`src/rtl/pipe_pkg.sv`:
```
// Shared types for the fetch/decode pipeline registers: default NOP, skid
// occupancy states, default-width entry layout and the skid next-state rule.
package pipe_pkg;

  localparam int unsigned INSTR_W_DEF = 32;
  localparam int unsigned PC_W_DEF    = 32;

  localparam logic [INSTR_W_DEF-1:0] NOP_INSTR_DEF = 32'h0000_0000;

  typedef enum logic [1:0] {
    EMPTY = 2'd0,
    ONE   = 2'd1,
    FULL  = 2'd2
  } skid_state_e;

  typedef struct packed {
    logic [INSTR_W_DEF-1:0] instr;
    logic [PC_W_DEF-1:0]    npc;
  } if_id_entry_t;

  // Occupancy transition of a two-entry skid buffer; flush always wins.
  function automatic skid_state_e skid_next_state(
    input skid_state_e cur,
    input logic        up_fire,
    input logic        dn_fire,
    input logic        flush
  );
    skid_state_e nxt;
    nxt = cur;
    if (flush) begin
      nxt = EMPTY;
    end else begin
      case (cur)
        EMPTY: begin
          if (up_fire) nxt = ONE;
          else         nxt = EMPTY;
        end
        ONE: begin
          if (up_fire && !dn_fire)      nxt = FULL;
          else if (!up_fire && dn_fire) nxt = EMPTY;
          else                          nxt = ONE;
        end
        FULL: begin
          if (dn_fire) nxt = ONE;
          else         nxt = FULL;
        end
        default: nxt = EMPTY;
      endcase
    end
    return nxt;
  endfunction

endpackage

```
`src/rtl/pipe_skid_buf.sv`:
```
// Generic two-entry skid buffer: main register drives the outputs, the skid
// register absorbs one word so in_ready can be a flop.
module pipe_skid_buf
  import pipe_pkg::*;
#(
  parameter int unsigned        DATA_W    = 64,
  parameter logic [DATA_W-1:0]  EMPTY_VAL = '0
) (
  input  logic              clk,
  input  logic              rst_n,
  input  logic              flush,
  input  logic              in_valid,
  output logic              in_ready,
  input  logic [DATA_W-1:0] in_data,
  output logic              out_valid,
  input  logic              out_ready,
  output logic [DATA_W-1:0] out_data
);

  skid_state_e       state_q, state_d;
  logic [DATA_W-1:0] main_q, main_d;
  logic [DATA_W-1:0] skid_q, skid_d;
  logic              in_ready_q, in_ready_d;
  logic              out_valid_q, out_valid_d;
  logic              up_fire_s, dn_fire_s;

  assign up_fire_s = in_valid && in_ready_q;
  assign dn_fire_s = out_valid_q && out_ready;

  // Next state and data movement; main holds EMPTY_VAL whenever nothing is held.
  always_comb begin
    state_d     = skid_next_state(state_q, up_fire_s, dn_fire_s, flush);
    main_d      = main_q;
    skid_d      = skid_q;
    if (state_d == EMPTY) begin
      main_d = EMPTY_VAL;
    end else if (state_q == FULL && dn_fire_s) begin
      main_d = skid_q;
    end else if (up_fire_s && (state_q == EMPTY || dn_fire_s)) begin
      main_d = in_data;
    end else begin
      main_d = main_q;
    end
    if (state_q == ONE && state_d == FULL) begin
      skid_d = in_data;
    end else begin
      skid_d = skid_q;
    end
    out_valid_d = (state_d != EMPTY);
    in_ready_d  = (state_d != FULL);
  end

  // State machine and registered handshake outputs.
  always_ff @(posedge clk or negedge rst_n) begin
    if (!rst_n) begin
      state_q     <= EMPTY;
      main_q      <= EMPTY_VAL;
      skid_q      <= '0;
      in_ready_q  <= 1'b1;
      out_valid_q <= 1'b0;
    end else begin
      state_q     <= state_d;
      main_q      <= main_d;
      skid_q      <= skid_d;
      in_ready_q  <= in_ready_d;
      out_valid_q <= out_valid_d;
    end
  end

  assign in_ready  = in_ready_q;
  assign out_valid = out_valid_q;
  assign out_data  = main_q;

endmodule

```
`src/rtl/if_id_pipe_reg.sv`:
```
// IF/ID pipeline register with valid/ready, stall and flush. Defining
// IF_ID_SKID_EN adds a skid entry so in_ready is registered.
module if_id_pipe_reg
  import pipe_pkg::*;
#(
  parameter int unsigned        INSTR_W   = 32,
  parameter int unsigned        PC_W      = 32,
  parameter logic [INSTR_W-1:0] NOP_INSTR = INSTR_W'(NOP_INSTR_DEF)
) (
  input  logic               clk,
  input  logic               rst_n,
  input  logic               in_valid,
  output logic               in_ready,
  input  logic [INSTR_W-1:0] instruction_in,
  input  logic [PC_W-1:0]    npc_in,
  input  logic               flush,
  output logic               out_valid,
  input  logic               out_ready,
  output logic [INSTR_W-1:0] instruction_out,
  output logic [PC_W-1:0]    npc_out
);

  typedef struct packed {
    logic [INSTR_W-1:0] instr;
    logic [PC_W-1:0]    npc;
  } entry_t;

  localparam entry_t EMPTY_ENTRY = '{instr: NOP_INSTR, npc: {PC_W{1'b0}}};

  entry_t in_entry_s;
  entry_t out_entry_s;

  assign in_entry_s = {instruction_in, npc_in};

`ifdef IF_ID_SKID_EN

  pipe_skid_buf #(
    .DATA_W    ($bits(entry_t)),
    .EMPTY_VAL (EMPTY_ENTRY)
  ) u_skid (
    .clk       (clk),
    .rst_n     (rst_n),
    .flush     (flush),
    .in_valid  (in_valid),
    .in_ready  (in_ready),
    .in_data   (in_entry_s),
    .out_valid (out_valid),
    .out_ready (out_ready),
    .out_data  (out_entry_s)
  );

`else

  entry_t entry_q, entry_d;
  logic   valid_q, valid_d;
  logic   up_fire_s, dn_fire_s;

  // Single entry: a held word can be replaced in the same cycle it drains.
  assign in_ready  = !valid_q || out_ready;
  assign up_fire_s = in_valid && in_ready;
  assign dn_fire_s = valid_q && out_ready;

  // Flush beats an upstream load, which beats a plain drain.
  always_comb begin
    valid_d = valid_q;
    entry_d = entry_q;
    if (flush) begin
      valid_d = 1'b0;
      entry_d = EMPTY_ENTRY;
    end else if (up_fire_s) begin
      valid_d = 1'b1;
      entry_d = in_entry_s;
    end else if (dn_fire_s) begin
      valid_d = 1'b0;
      entry_d = EMPTY_ENTRY;
    end else begin
      valid_d = valid_q;
      entry_d = entry_q;
    end
  end

  // Output entry register.
  always_ff @(posedge clk or negedge rst_n) begin
    if (!rst_n) begin
      valid_q <= 1'b0;
      entry_q <= EMPTY_ENTRY;
    end else begin
      valid_q <= valid_d;
      entry_q <= entry_d;
    end
  end

  assign out_valid   = valid_q;
  assign out_entry_s = entry_q;

`endif

  assign instruction_out = out_entry_s.instr;
  assign npc_out         = out_entry_s.npc;

endmodule

```
`config.mk`:
```
export PLATFORM = sky130hd
export DESIGN_NAME = if_id_pipe_reg
export DESIGN_NICKNAME = d
export VERILOG_FILES = /design/src/rtl/pipe_pkg.sv /design/src/rtl/pipe_skid_buf.sv /design/src/rtl/if_id_pipe_reg.sv
export SDC_FILE = /design/constraint.sdc
export NUM_CORES = 1
export LEC_CHECK = 0
export BUFFER_PORTS_ARGS = -buffer_cell sky130_fd_sc_hd__buf_2
export CORE_MARGIN = 4
export CORE_UTILIZATION = 31
export DETAILED_ROUTE_END_ITERATION = 7
export GPL_TIMING_DRIVEN = 0
export SYNTH_ARGS = -nofsm -noshare
export SYNTH_HDL_FRONTEND = slang
export SYNTH_SLANG_ARGS = --single-unit
export TNS_END_PERCENT = 100
```
`constraint.sdc`:
```
create_clock -name clk -period 1.7 [get_ports clk]
set_input_delay 0.34 -clock clk [delete_from_list [all_inputs] [get_ports clk]]
set_output_delay 0.34 -clock clk [all_outputs]
set_load 0.01 [all_outputs]
```
==> results of run 1 <==
[per-layer routing]
metal | wire (um) | vias up | share of wire [%]
met5 | 0 | - | 0
met1 | 4661 | 1427 | 46
li1 | - | 1356 | -
met4 | 180 | 0 | 1.8
met3 | 527 | 14 | 5.2
met2 | 4806 | 90 | 47
[cells by family after synthesis]
kind of cell,synth area share (%)
and+or+nand+nor,21.44
AOI/OAI and AO/OA,26.84
DFF,42.82
buffers and inverters,8.498
muxes,0.3951
[power breakdown]
group / switching [W] / total [W] / internal, W / leakage, nW
clock: 0.000644 / 0.00164 / 0.00100 / 0.124
combinational: 0.000413 / 0.000803 / 0.000390 / 1.22
sequential: 0.0000513 / 0.00169 / 0.00164 / 0.870
[registers in the layout, indices dropped and copies added (netlist names)]
register,count
instruction_out,32
npc_out,32
out_valid,1
[how the worst max path moves through the flow]
stage	startpoint	to	slack [ns]	depth (start not counted)
finish	out_valid$_DFFE_PN0P_	in_ready	0.18	4
CTS	out_valid$_DFFE_PN0P_	in_ready	0.01	4
detailed placement	out_ready	in_ready	0.21	6
floorplan	out_valid$_DFFE_PN0P_	in_ready	0.43	4
global placement	rst_n	instruction_out[10]$_DFFE_PN0P_	-0.09	1
global route	out_valid$_DFFE_PN0P_	in_ready	0.11	4
[per-stage QoR]
step / TNS, ns / worst slack, ns
5_1_grt: 0 / 0.1088
3_5_place_dp: 0 / 0.2095
4_1_cts: 0 / 0.01230
2_1_floorplan: 0 / 0.4252
6_report: 0 / 0.1801
3_3_place_gp: -5.602 / -0.09107
[final cells by class]
type	instances	area share, %
buffer	34	6.345
clock buffer	12	5.000
clock inverter	1	0.1015
inverter	2	0.1523
multi-input combinational	195	37.51
sequential	65	32.99
tap	147	3.731
timing repair buffer	137	14.16
[synthesized netlist by cell type]
master      n  share of area [%]
buf_12      7                3.7
a21oi_2     1               0.23
o32ai_2    60                 26
nand2b_1  128                 21
buf_2       5               0.66
dfrtp_1    65                 43
nor2b_4     1               0.36
clkbuf_1   12                1.2
mux2_4      1               0.40
inv_2       1              0.099
o32ai_1     4               0.92
buf_4       5               0.99
inv_1       1              0.099
buf_6       6                1.8
[layout by cell type (no fill, tap or decap), drive strengths merged]
master	count
a21oi	1
buf	159
clkbuf	24
clkinv	1
dfrtp	65
inv	2
mux2	1
nand2b	128
nor2b	1
o32ai	64
[what timing repair did]
| item | CTS | global route |
|---|---|---|
| setup endpoints to repair | 1 | 1 |
| cloned | 0 | 0 |
| setup buffers | 0 | 4 |
| gates resized for setup | 1 | 1 |
==> flow_metrics.tcl, run 1 <==
set metrics [dict create \
    path_class "flop to primary output" \
    met3_usage_pct 3.158 \
    clk_latency_ns 0.32 \
    grt_max_degree 66 \
    clock-sinks 65 \
    grt_usage_pct 14.53 \
    path_max_fanout 5 \
    syn_nets 366 \
    finalHoldViolations 0 \
    postCtsHoldBufs 0 \
    crit_buf_inv 3 \
    busiest_layer "met2" \
    crit_path_end_kind "primary output" \
    via_per_inst 4.868 \
    placed_cell_area_um2 4651 \
    placed_cells 577 \
    cts_root_buffer "clkbuf_16" \
    yosys_warnings 0 \
    area_delta_synth_final_pct 29.78 \
    syn_area_um2 3799 \
    route.vias.total 2887 \
    hold_path.class "input pin to async pin" \
    core_um2 12010 \
    drc_errors 0 \
    arrival_ns 1.18 \
    r2r_setup_slack_ns 0.34 \
    dp_hpwl_um 7052 \
    nets 513 \
    path_cells "nor2b_4 > buf_12 > inv_2 > buf_2" \
    diodes 0 \
    cts_buffers 9 \
    fmax_mhz 657.9 \
    use_met2_pct 22.63 \
    maxSlewHeadroom_pct 40.55 \
    r2r-start "out_valid$_DFFE_PN0P_" \
    htree_num_levels 3 \
    nFillCells 1173 \
    worst_slew_pin_slew_ns 0.8917 \
    die-area_um2 14090 \
    final_area_um2 4930 \
    maxCapViolations 0 \
    io_pins 135 \
    dr.pass1.iters 4 \
    power_leakage_nw 2.218 \
    slew_violations 0 \
    initial_core_util_pct 31.62 \
    ir_drop_mv 0.3919 \
    status "finished, final reports clean" \
    r2r_cells 5 \
    synth_cell_type_count 14 \
    die_h_um 118.7 \
    fin_util_pct 41.04 \
    fin_crit_sh_pct 89.41 \
    whs_ns 0.1404 \
    die_w_um 118.7 \
    row_count 40 \
    fin_skew_ns 0.005760 \
    overflow 0 \
    drt_wl_total_um 10180 \
    avgSynthCellArea_um2 12.79 \
    seq_area_frac_synth_pct 42.82 \
    first_global_vias 3179 \
    multi_input_area_um2 1849 \
    power_w 0.004138 \
    ant_nets 0 \
    cp.required_ns 1.36 \
    clk_path_buf_depth 2 \
    min_period_ns 1.520 \
    critPathSlowestCell "dfrtp_1" \
    ys_seq_elements 65 \
    syn-instance-count 297 \
    start_kind "flop" \
    routedWlPerCell_um 17.16 \
    slowest_delay_ns 0.39 \
    regArea_um2 1627 \
    critPathTopFamily "flip-flops" \
    antenna_found_initial 0 \
    layoutNonFillerInstCount 593 \
    clkTransAtPathRegs_ns 0.05 \
    p_per_area_nw_per_um2 839.4 \
    drtIter0Drc 137 \
    grt_pass1_wl_um 16550 \
    grtUsageMet1_pct 19.60 \
    rsz0062_at_grt "no" \
    port_buffers 133 \
    cts_tree "done" \
    timing.rr.end "instruction_out[1]$_DFFE_PN0P_" \
    setup_viol 0 \
    gp_congestion 0.7408 \
    layout-drive-gt1-share_pct 52.47 \
]
Note: power is estimated with default switching activity, not from simulation.
==> inputs of run 2 (changes only) <==
--- a/config.mk
+++ b/config.mk
@@ -10,7 +10,9 @@
 export CORE_UTILIZATION = 31
 export DETAILED_ROUTE_END_ITERATION = 7
 export GPL_TIMING_DRIVEN = 0
+export PLACE_DENSITY = 0.61
 export SYNTH_ARGS = -nofsm -noshare
 export SYNTH_HDL_FRONTEND = slang
+export SYNTH_HIERARCHICAL = 1
 export SYNTH_SLANG_ARGS = --single-unit
 export TNS_END_PERCENT = 100
==> run 2 against run 1 <==
Net effect:
- fmax decreased by 0.81%
- register-to-register slack lost 0.04 ns
- synthesized area unchanged
- sequential share of layout area is 0.28 points lower
- total power is 4.4% higher
- clock skew fell by 0.0022 ns
- utilization is 0.35 points higher
- final cell count up 0.51%
- critical endpoint unchanged
- count of clock-buffer cells in the layout is 2 higher
- first-iteration DRC count down 14%
==> flow_metrics.tcl, run 2 <==
set metrics [dict create \
    seq_area_frac_synth_pct 42.82 \
    cts_root_buffer "clkbuf_16" \
    die_w_um 118.7 \
    grt_pass1_wl_um 16950 \
    setup_ws_ns 0.1677 \
    yosysMostFrequentCell "nand2b_1" \
    fin_skew_ns 0.003562 \
    synth_edf_count 0 \
    final_common_cell "buf_2" \
    r2r-start "out_valid$_DFFE_PN0P_" \
    drtIter0Drc 118 \
    synth_mux_area_share_pct 0.3953 \
    clkTransAtPathRegs_ns 0.05 \
    synthArstFlopShare_pct 100.0 \
    power_leakage_nw 2.242 \
    grt_usage_pct 15.18 \
    dp_hpwl_um 7184 \
    area_delta_synth_final_pct 30.90 \
    dr.pass1.iters 4 \
    clk_path_buf_depth 2 \
    layout-drive-gt1-share_pct 53.01 \
    synth_compound_area_share_pct 26.84 \
    arrival_ns 1.19 \
    crit_path_end_kind "primary output" \
    path_max_fanout 5 \
    routedWlPerCell_um 17.41 \
    die_h_um 118.7 \
    rsz0062_at_grt "no" \
    initial_core_util_pct 31.62 \
    r2r_setup_slack_ns 0.30 \
    fin_crit_sh_pct 90.14 \
    synth-xor-area-share_pct 0 \
    ant_nets 0 \
    ys_seq_elements 65 \
    synth_top_area_share_pct 42.82 \
    finalHoldViolations 0 \
    port_buffers 133 \
    core_um2 12010 \
    setup_viol 0 \
    gp_congestion 0.7441 \
    cp.required_ns 1.36 \
    synth_commonest_cells "128 x nand2b_1, 65 x dfrtp_1, 60 x o32ai_2" \
    maxCapViolations 0 \
    avgSynthCellArea_um2 12.79 \
    clk_latency_ns 0.33 \
    grt_max_degree 66 \
    first_global_vias 3198 \
    antenna_found_initial 0 \
    pre_cts_ws_ns 0.2076 \
    r2r_cells 5 \
    layoutNonFillerInstCount 596 \
    synth_top_cell_by_area "dfrtp_1" \
    syn_nets 366 \
    min_period_ns 1.532 \
    htree_num_levels 3 \
    nFillCells 1167 \
    p_per_area_nw_per_um2 869.0 \
    fmax_mhz 652.6 \
    timing.rr.end "instruction_out[12]$_DFFE_PN0P_" \
    startpoint "out_valid$_DFFE_PN0P_" \
    path_class "flop to primary output" \
    synthTopCellsByArea "dfrtp_1 43%, o32ai_2 26%, nand2b_1 21%" \
    io_pins 135 \
    critPathSlowestCell "dfrtp_1" \
    route.vias.total 2896 \
    worst_slew_pin_slew_ns 0.8788 \
    via_per_inst 4.859 \
    overflow 0 \
    hold_path.class "input pin to async pin" \
    diodes 0 \
    slew_violations 0 \
    drc_errors 0 \
    syn_area_um2 3799 \
    yosys_warnings 6 \
    placed_cells 577 \
    yosys.area_share.simple_pct 21.44 \
    syn-instance-count 297 \
    start_kind "flop" \
    synthFlopType "dfrtp_1" \
    drt_wl_total_um 10370 \
    ir_drop_mv 0.3977 \
    die-area_um2 14090 \
    synthAdderAreaFrac_pct 0 \
    status "finished, final reports clean" \
    path_cells "nor2b_4 > buf_12 > inv_2 > buf_2" \
    cts_tree "done" \
    row_count 40 \
    maxSlewHeadroom_pct 41.41 \
    mostFrequentLayoutCells "137 x buf_2, 128 x nand2b_1, 65 x dfrtp_1" \
    synth_cell_type_count 14 \
    clock-sinks 65 \
    power_w 0.004321 \
    synth_top_family_by_area "compound AO/OA/AOI/OAI gates" \
    nets 513 \
    cts_buffers 9 \
    slowest_delay_ns 0.39 \
    postCtsHoldBufs 0 \
]
run 2: cell counts after synthesis:
No cell type changed its count.
run 2: repair_timing:
action                                  4_1_cts  5_1_grt
setup buffers                                 0        4
resized for setup                             2        0
pin swaps                                     0        0
endpoints found under the setup margin        1        1
run 2: kinds of logic after synthesis:
| family | Yosys count |
|---|---|
| flip-flops | 65 |
| buffers and inverters | 37 |
| multiplexers | 1 |
| AND/OR/NAND/NOR | 129 |
| AO/OA/AOI/OAI | 65 |
run 2: worst max-delay path by stage:
stage / to / cells past startpoint
after floorplan: in_ready / 4
after global routing: in_ready / 4
after global placement: instruction_out[11]$_DFFE_PN0P_ / 1
after detailed placement: in_ready / 6
after CTS: in_ready / 4
final: in_ready / 4
run 2: cell type report:
| cell class | instances | area (um^2) | area share [%] |
|---|---|---|---|
| sequential | 65 | 1627 | 32.71 |
| multi-input combinational | 195 | 1849 | 37.19 |
| buffer | 34 | 312.8 | 6.291 |
| timing repair buffer | 137 | 698.2 | 14.04 |
| tap | 147 | 183.9 | 3.699 |
| clock buffer | 14 | 284.0 | 5.712 |
| inverter | 2 | 7.507 | 0.1510 |
| clock inverter | 2 | 10.01 | 0.2013 |
run 2: metrics by stage:
step	area [um^2]	TNS (ns)	util (%)	hold slack [ns]
floorplan	3799	0	-	0.04441
global placement	4648	-6.630	38.70	0.5314
detailed placement	4651	0	38.72	0.5275
CTS	4942	0	41.15	0.1632
global route	4972	0	41.40	0.2134
finish	4972	0	41.40	0.1283
run 2: where the power goes:
group	leakage (nW)	total [W]	internal [W]	switching, W
combinational	1.22	0.000806	0.000390	0.000416
clock	0.149	0.00183	0.00114	0.000684
sequential	0.870	0.00169	0.00164	0.0000503
total	2.24	0.00432	0.00317	0.00115
run 2: metal layers:
metal | wire, um | share of wire [%] | up-vias | track usage (%)
met4 | 200 | 1.9 | 0 | 6.517
li1 | - | - | 1359 | -
met5 | 0 | 0 | - | 0
met1 | 4716 | 45 | 1425 | 20.01
met3 | 625 | 6.0 | 13 | 4.258
met2 | 4830 | 47 | 99 | 23.27
run 2: worst max-delay path: cells and delay by family (launching register included):
| kind | cells | cell delay, ns |
|---|---|---|
| DFF | 1 | 0.39 |
| buffers and inverters | 3 | 0.28 |
| and+or+nand+nor | 1 | 0.19 |
==> inputs of run 3 (changes only) <==
--- a/config.mk
+++ b/config.mk
@@ -10,7 +10,7 @@
 export CORE_UTILIZATION = 31
 export DETAILED_ROUTE_END_ITERATION = 7
 export GPL_TIMING_DRIVEN = 0
-export PLACE_DENSITY = 0.61
+export PLACE_DENSITY = 0.58
 export SYNTH_ARGS = -nofsm -noshare
 export SYNTH_HDL_FRONTEND = slang
 export SYNTH_HIERARCHICAL = 1
==> constraint.sdc (replaced) <==
create_clock -name clk -period 1.4 [get_ports clk]
set_input_delay 0.28 -clock clk [delete_from_list [all_inputs] [get_ports clk]]
set_output_delay 0.28 -clock clk [all_outputs]
set_load 0.01 [all_outputs]
==> run 3 against run 2 <==
Net effect:
- the run now ends with setup timing left
- final cell count is 0.34% lower
- final area rose by 1.4%
- routed wire length decreased by 3.7%
- non-clock buffer count fell by 2
- clock power up 45%
- first-iteration DRC count grew 3.4%
- utilization grew 0.56 points
- via count shrank 0.73%
- register-to-register slack worse by 0.28 ns
- total power up 31%
- sequential share of layout area down 0.44 points
- die area unchanged
- largest cell class unchanged
- largest power group unchanged
==> flow_metrics.tcl, run 3 (synthesis gave the netlist of run 2 again) <==
set metrics [dict create \
    path_cells "nor2b_4 > buf_12 > inv_6 > buf_6" \
    initial_core_util_pct 31.62 \
    worst_slew_pin_slew_ns 0.8568 \
    ant_nets 0 \
    p_per_area_nw_per_um2 1125 \
    dp_hpwl_um 7080 \
    arrival_ns 1.15 \
    gp_congestion 0.7117 \
    placed_cells 577 \
    finalHoldViolations 0 \
    crit_buf_inv 3 \
    clk_latency_ns 0.32 \
    r2r_setup_slack_ns 0.02 \
    clkTransAtPathRegs_ns 0.06 \
    antenna_found_initial 0 \
    maxSlewHeadroom_pct 42.88 \
    clk_path_buf_depth 2 \
    maxCapViolations 0 \
    grt_pass1_wl_um 16150 \
    ir_drop_mv 0.6630 \
    die-area_um2 14090 \
    cts_tree "done" \
    via_per_inst 4.840 \
    nets 511 \
    grt_usage_pct 13.98 \
    final_common_cell "buf_2" \
    rsz0062_at_grt "yes" \
    nFillCells 1202 \
    fin_skew_ns 0.006296 \
    drtIter0Drc 122 \
    multi_input_area_um2 1849 \
    grt_max_degree 66 \
    crit_path_end_kind "primary output" \
    die_w_um 118.7 \
    cts_root_buffer "clkbuf_16" \
    die_h_um 118.7 \
    critPathSlowestCell "dfrtp_1" \
    status "complete, but fails checks" \
    drc_errors 0 \
    slowest_delay_ns 0.38 \
    drt_wl_total_um 9989 \
    critPathTopFamily "flip-flops" \
    htree_num_levels 3 \
    power_leakage_nw 2.259 \
    fin_crit_sh_pct 102.2 \
    violations "setup timing" \
    layout-drive-gt1-share_pct 53.02 \
    path_max_fanout 3 \
    postCtsHoldBufs 0 \
    mostFrequentLayoutCells "136 x buf_2, 128 x nand2b_1, 65 x dfrtp_1" \
    routedWlPerCell_um 16.82 \
    regArea_um2 1627 \
    port_buffers 133 \
    dr.pass1.iters 4 \
    clock-sinks 65 \
    setup_viol 1 \
    area_delta_synth_final_pct 32.67 \
    start_kind "flop" \
    io_pins 135 \
    layoutNonFillerInstCount 594 \
    cts_buffers 9 \
    whs_ns 0.06197 \
    first_global_vias 3088 \
    setup_ws_ns -0.03071 \
    hold_path.class "input pin to async pin" \
    placed_cell_area_um2 4651 \
    path_class "flop to primary output" \
    min_period_ns 1.431 \
    overflow 0 \
    fmax_mhz 699.0 \
    slew_violations 0 \
    final_area_um2 5040 \
    diodes 0 \
    pre_cts_ws_ns 0.0005211 \
    cp.required_ns 1.12 \
    row_count 40 \
    core_um2 12010 \
    route.vias.total 2875 \
]
==> run 3: changes by cell type in the layout (fill, tap and decap cells not counted), sizes merged <==
cell,previous run,this run
clkbuf,26,22
clkinvlp,0,1
bufinv,0,3
buf,159,157
==> run 3: metal layers <==
metal | track usage, % | vias up | routed length, um
li1 | - | 1354 | -
met1 | 19.12 | 1420 | 4547
met2 | 21.07 | 90 | 4656
met3 | 4.785 | 11 | 674
met4 | 3.765 | 0 | 110
met5 | 0 | - | 0
==> run 3: metrics by stage <==
step	total power [W]	setup TNS, ns	util [%]
after floorplan	0.002694	0	-
after global placement	0.003051	-22.02	38.70
after detailed placement	0.003067	0	38.72
after CTS	0.005748	-0.05334	41.81
after global routing	0.005928	-0.6142	41.96
final	0.005672	-0.03071	41.96
==> run 3: where the power goes <==
group / leakage, nW / switching [W] / internal [W]
logic: 1.22 / 0.000499 / 0.000475
clock network: 0.169 / 0.000851 / 0.00179
registers: 0.870 / 0.0000625 / 0.00199
total: 2.26 / 0.00141 / 0.00426
==> run 3: worst paths after layout <==
path | to | from | cells past startpoint
max reg2reg | npc_out[20]$_DFFE_PN0P_ | out_valid$_DFFE_PN0P_ | 5
max in group asynchronous | npc_out[16]$_DFFE_PN0P_ | rst_n | 1
min | instruction_out[15]$_DFFE_PN0P_ | rst_n | 1
min in group clk | instruction_out[24]$_DFFE_PN0P_ | instruction_in[24] | 3
min reg2reg | npc_out[22]$_DFFE_PN0P_ | npc_out[22]$_DFFE_PN0P_ | 2
max | in_ready | out_valid$_DFFE_PN0P_ | 4
==> run 3: area by class of cell <==
cell class / count / area share, %
Sequential cell: 65 / 32.27
Inverter: 2 / 0.2483
Clock buffer: 10 / 4.742
Tap cell: 147 / 3.649
Timing Repair Buffer: 135 / 13.75
Buffer: 34 / 6.356
Clock inverter: 6 / 2.284
Multi-Input combinational cell: 195 / 36.69
==> run 3: timing repair <==
| action | CTS | global route |
|---|---|---|
| setup buffers | 1 | 1 |
| resized for setup | 5 | 3 |
| setup endpoints to repair | 1 | 41 |
| endpoints found under the hold margin | 0 | 0 |
